[config.mk]
export PLATFORM = sky130hd
export DESIGN_NAME = sha3_msg_padder_flat
export DESIGN_NICKNAME = d
export VERILOG_FILES = /design/src/rtl/sha3_msg_padder_pkg.sv /design/src/rtl/sha3_msg_padder_if.sv /design/src/rtl/sha3_msg_padder_block_packer.sv /design/src/rtl/sha3_msg_padder.sv /design/src/flat_wrapper.sv
export SDC_FILE = /design/constraint.sdc
export NUM_CORES = 2
export LEC_CHECK = 0
export ABC_CLOCK_PERIOD_IN_PS = 12900
export BUFFER_PORTS_ARGS = -buffer_cell sky130_fd_sc_hd__buf_2
export CAP_MARGIN = 0
export CELL_PAD_IN_SITES_DETAIL_PLACEMENT = 0
export CELL_PAD_IN_SITES_GLOBAL_PLACEMENT = 1
export CORE_AREA = 4 4 634 636
export CTS_CLUSTER_DIAMETER = 150
export DETAILED_ROUTE_END_ITERATION = 10
export DIE_AREA = 0 0 638 640
export MAX_ROUTING_LAYER = met4
export PLACE_DENSITY = 0.38
export SETUP_SLACK_MARGIN = 0.3
export SLEW_MARGIN = 20
export SYNTH_ARGS = -nofsm -noshare
export SYNTH_HDL_FRONTEND = slang
export SYNTH_SLANG_ARGS = --single-unit
[constraint.sdc]
create_clock -name clk -period 12.9 [get_ports clk]
set_clock_uncertainty 0.2 [all_clocks]
set_input_delay 2.58 -clock clk [delete_from_list [all_inputs] [get_ports clk]]
set_output_delay 2.58 -clock clk [all_outputs]
set_load 0.02 [all_outputs]
[src/rtl/sha3_msg_padder_pkg.sv]
// Shared constants, state encoding and helpers for the SHA3-256 message padder.
package sha3_msg_padder_pkg;

  localparam int RATE_BYTES = 136;
  localparam int RATE_W     = 8 * RATE_BYTES;
  localparam int DIGEST_W   = 256;
  localparam int CNT_W      = 8;

  localparam logic [7:0] PAD_DOMAIN = 8'h06;
  localparam logic [7:0] PAD_FINAL  = 8'h80;

  // Block that carries only padding: empty message, or overflow after a full last block.
  localparam logic [RATE_W-1:0] PAD_BLOCK = {PAD_DOMAIN, {(RATE_W-16){1'b0}}, PAD_FINAL};

  typedef enum logic [2:0] {
    ST_FILL,
    ST_ISSUE,
    ST_WAIT_BUSY,
    ST_WAIT_DONE,
    ST_OUT
  } state_e;

  // Bit index of the MSB of byte k; byte 0 sits at the top of the block.
  function automatic int byte_msb(input int k);
    return RATE_W - 1 - 8 * k;
  endfunction

endpackage

[src/rtl/sha3_msg_padder_if.sv]
// Byte-stream input and digest output handshakes of the padder.
interface sha3_msg_padder_if;

  logic [7:0]                                 in_data;
  logic                                       in_valid;
  logic                                       in_last;
  logic                                       in_empty;
  logic                                       in_ready;
  logic [sha3_msg_padder_pkg::DIGEST_W-1:0]   digest;
  logic                                       digest_valid;
  logic                                       digest_ready;

  modport slave (
    input  in_data, in_valid, in_last, in_empty, digest_ready,
    output in_ready, digest, digest_valid
  );

  modport master (
    output in_data, in_valid, in_last, in_empty, digest_ready,
    input  in_ready, digest, digest_valid
  );

endinterface

[src/rtl/sha3_msg_padder_block_packer.sv]
// Rate-block byte buffer: MSB-first byte writes, in-place SHA-3 padding, clear and pad-only load.
module sha3_block_packer
  import sha3_msg_padder_pkg::*;
(
  input  logic              clk,
  input  logic              rst_n,
  input  logic              wr_en,
  input  logic [7:0]        wr_data,
  input  logic              pad_en,
  input  logic              clr,
  input  logic              load_pad,
  output logic [RATE_W-1:0] block,
  output logic [CNT_W-1:0]  byte_cnt
);

  logic [RATE_W-1:0] block_d, block_q;
  logic [CNT_W-1:0]  cnt_d, cnt_q;

  // Next buffer: clear/load win; otherwise optional byte write, then padding placed after it.
  always_comb begin
    block_d = block_q;
    cnt_d   = cnt_q;
    if (clr) begin
      block_d = '0;
      cnt_d   = '0;
    end else if (load_pad) begin
      block_d = PAD_BLOCK;
      cnt_d   = '0;
    end else begin
      if (wr_en && (cnt_q < CNT_W'(RATE_BYTES))) begin
        block_d[byte_msb(int'(cnt_q)) -: 8] = wr_data;
        cnt_d = cnt_q + CNT_W'(1);
      end
      // Both XORs landing on byte 135 yields 0x86 when only one byte remains.
      if (pad_en && (cnt_d < CNT_W'(RATE_BYTES))) begin
        block_d[byte_msb(int'(cnt_d)) -: 8] =
          block_d[byte_msb(int'(cnt_d)) -: 8] ^ PAD_DOMAIN;
        block_d[byte_msb(RATE_BYTES-1) -: 8] =
          block_d[byte_msb(RATE_BYTES-1) -: 8] ^ PAD_FINAL;
      end
    end
  end

  // Buffer and byte counter registers.
  always_ff @(posedge clk or negedge rst_n) begin
    if (!rst_n) begin
      block_q <= '0;
      cnt_q   <= '0;
    end else begin
      block_q <= block_d;
      cnt_q   <= cnt_d;
    end
  end

  assign block    = block_q;
  assign byte_cnt = cnt_q;

endmodule

[src/rtl/sha3_msg_padder.sv]
// SHA3-256 front end: packs a byte stream into padded rate blocks, drives the core, returns the digest.
//
// state        | meaning
// -------------+----------------------------------------------------------
// ST_FILL      | accepting bytes into the block buffer
// ST_ISSUE     | block ready; pulse core_start once core_ready is high
// ST_WAIT_BUSY | waiting for the core to drop ready after start
// ST_WAIT_DONE | core permuting; next block, digest capture or refill on ready
// ST_OUT       | digest held until the consumer takes it
module sha3_msg_padder
  import sha3_msg_padder_pkg::*;
(
  input  logic                clk,
  input  logic                rst_n,
  sha3_msg_padder_if.slave    bus,
  output logic [RATE_W-1:0]   core_block,
  output logic                core_start,
  output logic                core_is_last,
  input  logic                core_ready,
  input  logic [DIGEST_W-1:0] core_hash
);

  state_e                state_d, state_q;
  logic                  pad_pending_d, pad_pending_q;
  logic                  is_last_d, is_last_q;
  logic                  live_d, live_q;
  logic [DIGEST_W-1:0]   digest_d, digest_q;

  logic                  wr_en, pad_en, clr, load_pad;
  logic                  in_ready;
  logic                  accept;
  logic                  fills_block;
  logic [CNT_W-1:0]      byte_cnt;

  sha3_block_packer u_packer (
    .clk      (clk),
    .rst_n    (rst_n),
    .wr_en    (wr_en),
    .wr_data  (bus.in_data),
    .pad_en   (pad_en),
    .clr      (clr),
    .load_pad (load_pad),
    .block    (core_block),
    .byte_cnt (byte_cnt)
  );

  // live_q keeps in_ready low until the first clock after reset release.
  assign live_d      = 1'b1;
  assign in_ready    = (state_q == ST_FILL) && live_q;
  assign accept      = bus.in_valid && in_ready;
  assign fills_block = (byte_cnt == CNT_W'(RATE_BYTES - 1));

  // Next-state, packer controls and core start pulse.
  always_comb begin
    state_d       = state_q;
    pad_pending_d = pad_pending_q;
    is_last_d     = is_last_q;
    digest_d      = digest_q;
    wr_en         = 1'b0;
    pad_en        = 1'b0;
    clr           = 1'b0;
    load_pad      = 1'b0;
    core_start    = 1'b0;

    unique case (state_q)
      ST_FILL: begin
        if (accept) begin
          if (bus.in_last) begin
            if (bus.in_empty) begin
              pad_en    = 1'b1;
              is_last_d = 1'b1;
            end else if (fills_block) begin
              // Last byte fills the block: padding moves to a separate block.
              wr_en         = 1'b1;
              pad_pending_d = 1'b1;
              is_last_d     = 1'b0;
            end else begin
              wr_en     = 1'b1;
              pad_en    = 1'b1;
              is_last_d = 1'b1;
            end
            state_d = ST_ISSUE;
          end else if (!bus.in_empty) begin
            wr_en = 1'b1;
            if (fills_block) begin
              is_last_d = 1'b0;
              state_d   = ST_ISSUE;
            end
          end
        end
      end

      ST_ISSUE: begin
        if (core_ready) begin
          core_start = 1'b1;
          state_d    = ST_WAIT_BUSY;
        end
      end

      ST_WAIT_BUSY: begin
        if (!core_ready) state_d = ST_WAIT_DONE;
      end

      ST_WAIT_DONE: begin
        if (core_ready) begin
          if (pad_pending_q) begin
            load_pad      = 1'b1;
            pad_pending_d = 1'b0;
            is_last_d     = 1'b1;
            state_d       = ST_ISSUE;
          end else if (is_last_q) begin
            digest_d = core_hash;
            state_d  = ST_OUT;
          end else begin
            clr     = 1'b1;
            state_d = ST_FILL;
          end
        end
      end

      ST_OUT: begin
        if (bus.digest_ready) begin
          clr       = 1'b1;
          is_last_d = 1'b0;
          state_d   = ST_FILL;
        end
      end

      default: state_d = ST_FILL;
    endcase
  end

  // Control and digest registers.
  always_ff @(posedge clk or negedge rst_n) begin
    if (!rst_n) begin
      state_q       <= ST_FILL;
      pad_pending_q <= 1'b0;
      is_last_q     <= 1'b0;
      live_q        <= 1'b0;
      digest_q      <= '0;
    end else begin
      state_q       <= state_d;
      pad_pending_q <= pad_pending_d;
      is_last_q     <= is_last_d;
      live_q        <= live_d;
      digest_q      <= digest_d;
    end
  end

  assign core_is_last     = is_last_q;
  assign bus.in_ready     = in_ready;
  assign bus.digest       = digest_q;
  assign bus.digest_valid = (state_q == ST_OUT);

endmodule

[src/flat_wrapper.sv]
// flat-port wrapper written by rule: the top's interface ports become plain ports
module sha3_msg_padder_flat import sha3_msg_padder_pkg::*;
  (clk, rst_n, core_block, core_start, core_is_last, core_ready, core_hash, bus_in_data, bus_in_valid, bus_in_last, bus_in_empty, bus_digest_ready, bus_in_ready, bus_digest, bus_digest_valid);
  sha3_msg_padder_if bus_i ();
  input  logic clk;
  input  logic rst_n;
  output logic [RATE_W-1:0] core_block;
  output logic core_start;
  output logic core_is_last;
  input  logic core_ready;
  input  logic [DIGEST_W-1:0] core_hash;
  input wire logic [$bits(bus_i.in_data)-1:0] bus_in_data;
  input wire logic [$bits(bus_i.in_valid)-1:0] bus_in_valid;
  input wire logic [$bits(bus_i.in_last)-1:0] bus_in_last;
  input wire logic [$bits(bus_i.in_empty)-1:0] bus_in_empty;
  input wire logic [$bits(bus_i.digest_ready)-1:0] bus_digest_ready;
  output wire logic [$bits(bus_i.in_ready)-1:0] bus_in_ready;
  output wire logic [$bits(bus_i.digest)-1:0] bus_digest;
  output wire logic [$bits(bus_i.digest_valid)-1:0] bus_digest_valid;
  assign bus_i.in_data = bus_in_data;
  assign bus_i.in_valid = bus_in_valid;
  assign bus_i.in_last = bus_in_last;
  assign bus_i.in_empty = bus_in_empty;
  assign bus_i.digest_ready = bus_digest_ready;
  assign bus_in_ready = bus_i.in_ready;
  assign bus_digest = bus_i.digest;
  assign bus_digest_valid = bus_i.digest_valid;
  sha3_msg_padder u_core (.clk(clk), .rst_n(rst_n), .bus(bus_i), .core_block(core_block), .core_start(core_start), .core_is_last(core_is_last), .core_ready(core_ready), .core_hash(core_hash));
endmodule
==> summary.md <==
| Metric | Value |
|---|---|
| Worst path cell trace | buf_2, or4b_2, nor4_1, xnor2_1, ha_2, inv_1, nand3_1, buf_4, nor2_1, o21ai_0, o211a_1, a311o_1, nand4_1, buf_4, o21ai_0 |
| Placement Setup Slack | around 3.2 ns |
| Post-synth EDFFs | 0 |
| GRT overflow | 0 |
| Chip Width | approximately 640 um |
| Achievable frequency | 111 MHz |
| FF/Latch Area | roughly 34000 um2 |
| Max Slew Vio Count | 0 |
| Area Overhead vs Synth | 32.8% |
| Reg-to-reg slack, setup | ~4.2 ns |
| Reg2Reg Depth | 16 |
| Total GRT Usage | 0.321 |
| Syn avg cell area | approximately 10 um2 |
| Top fanout value on the critical path | 55 |
| Initial antenna violation count | 138 |
| Fin crit period | ~9 ns |
| CTS Sinks | ~1400 |
| PortBufs | approximately 1600 |
| CTS Buf Count | ~190 |
| Die ar. | ~400000 um2 |
| Crit Path Class | primary input to flip-flop |
| Stages on worst setup path | 15 |
| CTS tree | yes |
| Netlist cell types | 93 |
| First-pass GRT wire length | about 830000 um |
| Worst path max stage delay | approximately 0.91 ns |
| Hold path startpoint | u_core.bus.digest[179] |
| Setup Viol. Count Final | 0 |
| Largest net degree at the start of global routing | just under 200 |
| Hold Path Stages | 1 |
| Setup TNS | 0 ns |
| WP buf/inv | 4 |
| Vias | 71900 |
| Synthesized flop and latch total | about 1400 |
| Maximum VDD drop | around 0.15 mV |
| Most frequent cells in the layout | buf_2, dfrtp_1, nor2_1 |
| Critical Path Slowest Stage Cell | nand3_1 |
| Clock power frac | 0.319 |
| Ports | 1619 |
| Clock Root Buffer | clkbuf_16 |
| Gate Count Post-Synth | about 6900 |
| Area of the mapped netlist | 69100 um2 |
| Die Y | 640 um |
| Hold_buf cts | 0 |
| GPL Wtd Cong | around 1.0 |
| Critical R2R Launch | u_core.u_packer.byte_cnt[1] |
| Post-synth ARST share | 1.00 |
| Hold EP | u_core.bus.digest[179] |
| Crit path arrival time | ~9.5 ns |
| Power Dens Cells | about 190 nW/um2 |
| Postcts setup bufs | 0 |
| Total internal power | 0.00934 W |
| Switching Power | 0.00793 W |
| Syn Nets | approximately 7200 |
| H-tree depth reported by CTS | 4 |
| DR WL/cell | roughly 48 um |
| Post-DR vias/cell | 5.14 |
| Sw frac | 0.459 |
| Ys Warns | 0 |
| DRC | 0 |
| Crit path max-delay family | simple AND/OR/NAND/NOR gates |
| Nets | approximately 8800 |
| Least-Margin Pin Slew | ~1.3 ns |
| Combinational fraction of design power | 0.388 |
| Final setup margin | 3.90 ns |
| Part of the power in registers | 0.293 |
| Total of max-cap violations | 0 |
| Area of the core | 396000 um2 |
| RSZ-0062 raised after global routing | false |
| Max-slew headroom | 0.105 |
| Final count of hold timing violations | 0 |
| Post-synth top flop | dfrtp_1 |
| # resized after CTS | 0 |
| Leak | 44.4 nW |
| Commonest non-fill, non-tap cell in the layout | buf_2 |
| Footprint of the multi-input gates | 33400 um2 |
| Post-DP HPWL | slightly above 500000 um |
| Vias in the first global route | a little over 70000 |
| CP Launch Type | primary input |
| Clk buf depth | 4 |
| Initial Util | 0.175 |
| CP endpoint kind | flip-flop |
| Worst hold path class | flip-flop to flip-flop |
| Clock latency on the worst-skew pair | approximately 0.96 ns |
| Worst path required time | 13.40 ns |
| Initial drt markers | 8466 |
| Share of layout cells above drive strength 1 | 0.333 |
| Outcome | finished clean |
| Worst r2r dst | u_core.u_packer.block[786] |
| Num rows | ~230 |
| Clk pin slew, worst setup/hold paths | 0.05 ns |
| Routed WL | approximately 670000 um |
| Tcrit/Tclk final | 0.698 |
| Final ANT Viol Nets | 0 |
| Fill count | between 40000 and 50000 |
| TritonRoute pass-1 iters | 10 |
| Sequential share of the synthesized area | 0.492 |
power by group through the flow:
stage / logic [W] / clock network (W) / registers, W
floorplan: 0.00226 / 0 / 0.00564
global placement: 0.00660 / 0 / 0.00512
detailed placement: 0.00660 / 0 / 0.00512
CTS: 0.00662 / 0.00562 / 0.00507
global route: 0.00675 / 0.00575 / 0.00511
finish: 0.00671 / 0.00550 / 0.00506
state kept, by name, summed over array words and instances (netlist names):
register and flops:
u_core.state_q 3, u_core.bus.digest 256, u_core.u_packer.block 1088, u_core.u_packer.byte_cnt 8
u_core.pad_pending_q 1, u_core.core_is_last 1, u_core.live_q 1
worst max-delay path by stage:
stage                  from                           to  slack (ns)
2_1_floorplan  bus_in_empty   u_core.u_packer.block[453]        5.57
3_3_place_gp   bus_in_empty  u_core.u_packer.block[1042]        3.02
3_5_place_dp   bus_in_empty  u_core.u_packer.block[1042]        3.20
4_1_cts        bus_in_empty   u_core.u_packer.block[786]        4.09
5_1_grt        bus_in_empty   u_core.u_packer.block[714]        4.00
6_report       bus_in_empty   u_core.u_packer.block[786]        3.90
Yosys cell counts, types with 24 or more instances:
library cell / instances / share of area
a211oi_1: 29 / 0.0032
or3_1: 86 / 0.0078
o2bb2ai_1: 34 / 0.0043
a222oi_1: 30 / 0.0043
o22a_1: 27 / 0.0034
nor4_1: 56 / 0.0051
nor3_2: 25 / 0.0036
nor2_1: 1059 / 0.058
mux2_2: 418 / 0.068
and3_1: 24 / 0.0022
o22ai_1: 345 / 0.031
nor3_1: 157 / 0.011
o31ai_1: 100 / 0.011
nand2b_1: 39 / 0.0035
mux2i_1: 677 / 0.098
nand4_1: 106 / 0.0096
o21ai_0: 327 / 0.024
and2_1: 115 / 0.010
dfrtp_1: 1358 / 0.49
buf_1: 71 / 0.0039
inv_1: 25 / 0.0014
buf_2: 61 / 0.0044
nand2_1: 349 / 0.019
a21oi_1: 322 / 0.023
nand3_1: 156 / 0.011
o211ai_1: 37 / 0.0040
clkbuf_1: 458 / 0.025
a31oi_1: 28 / 0.0025
o221ai_1: 38 / 0.0048
o31a_1: 34 / 0.0043
area by class of cell:
cell class | count | area share
tap | 5242 | 0.0715
clock buffer | 289 | 0.0617
multi-input combinational | 4960 | 0.364
antenna | 58 | 0.00158
inverter | 27 | 0.00110
sequential | 1358 | 0.371
clock inverter | 43 | 0.00585
timing repair buffer | 2005 | 0.123
per-layer routing:
| metal | wire length [um] | global-route usage |
|---|---|---|
| met5 | 0 | - |
| met1 | 230000 | 0.332 |
| met3 | 50000 | 0.0719 |
| met4 | 55800 | 0.210 |
| met2 | 330000 | 0.550 |
through the flow:
step | std cells | instance area, um2 | hold WS [ns] | total power (W) | utilization
after floorplan | 6942 | 69100 | 0.346 | 0.00790 | -
after global placement | 13600 | 85300 | 0.284 | 0.0117 | 0.215
after detailed placement | 13600 | 85400 | 0.290 | 0.0117 | 0.216
after CTS | 13900 | 91500 | 0.303 | 0.0173 | 0.231
after global routing | 14000 | 91700 | 0.313 | 0.0176 | 0.232
final | 14000 | 91700 | 0.299 | 0.0173 | 0.232
logic make-up after synthesis:
family | count (synthesis) | share of synthesized area
compound gates | 1569 | 0.148
buf+inv | 624 | 0.0360
other cells | 1 | 0.0000543
flops | 1358 | 0.492
fa+ha+maj | 4 | 0.000724
mux | 1095 | 0.166
simple gates | 2275 | 0.156
xor+xnor | 16 | 0.00203
Note: power is estimated with default switching activity, not from simulation.
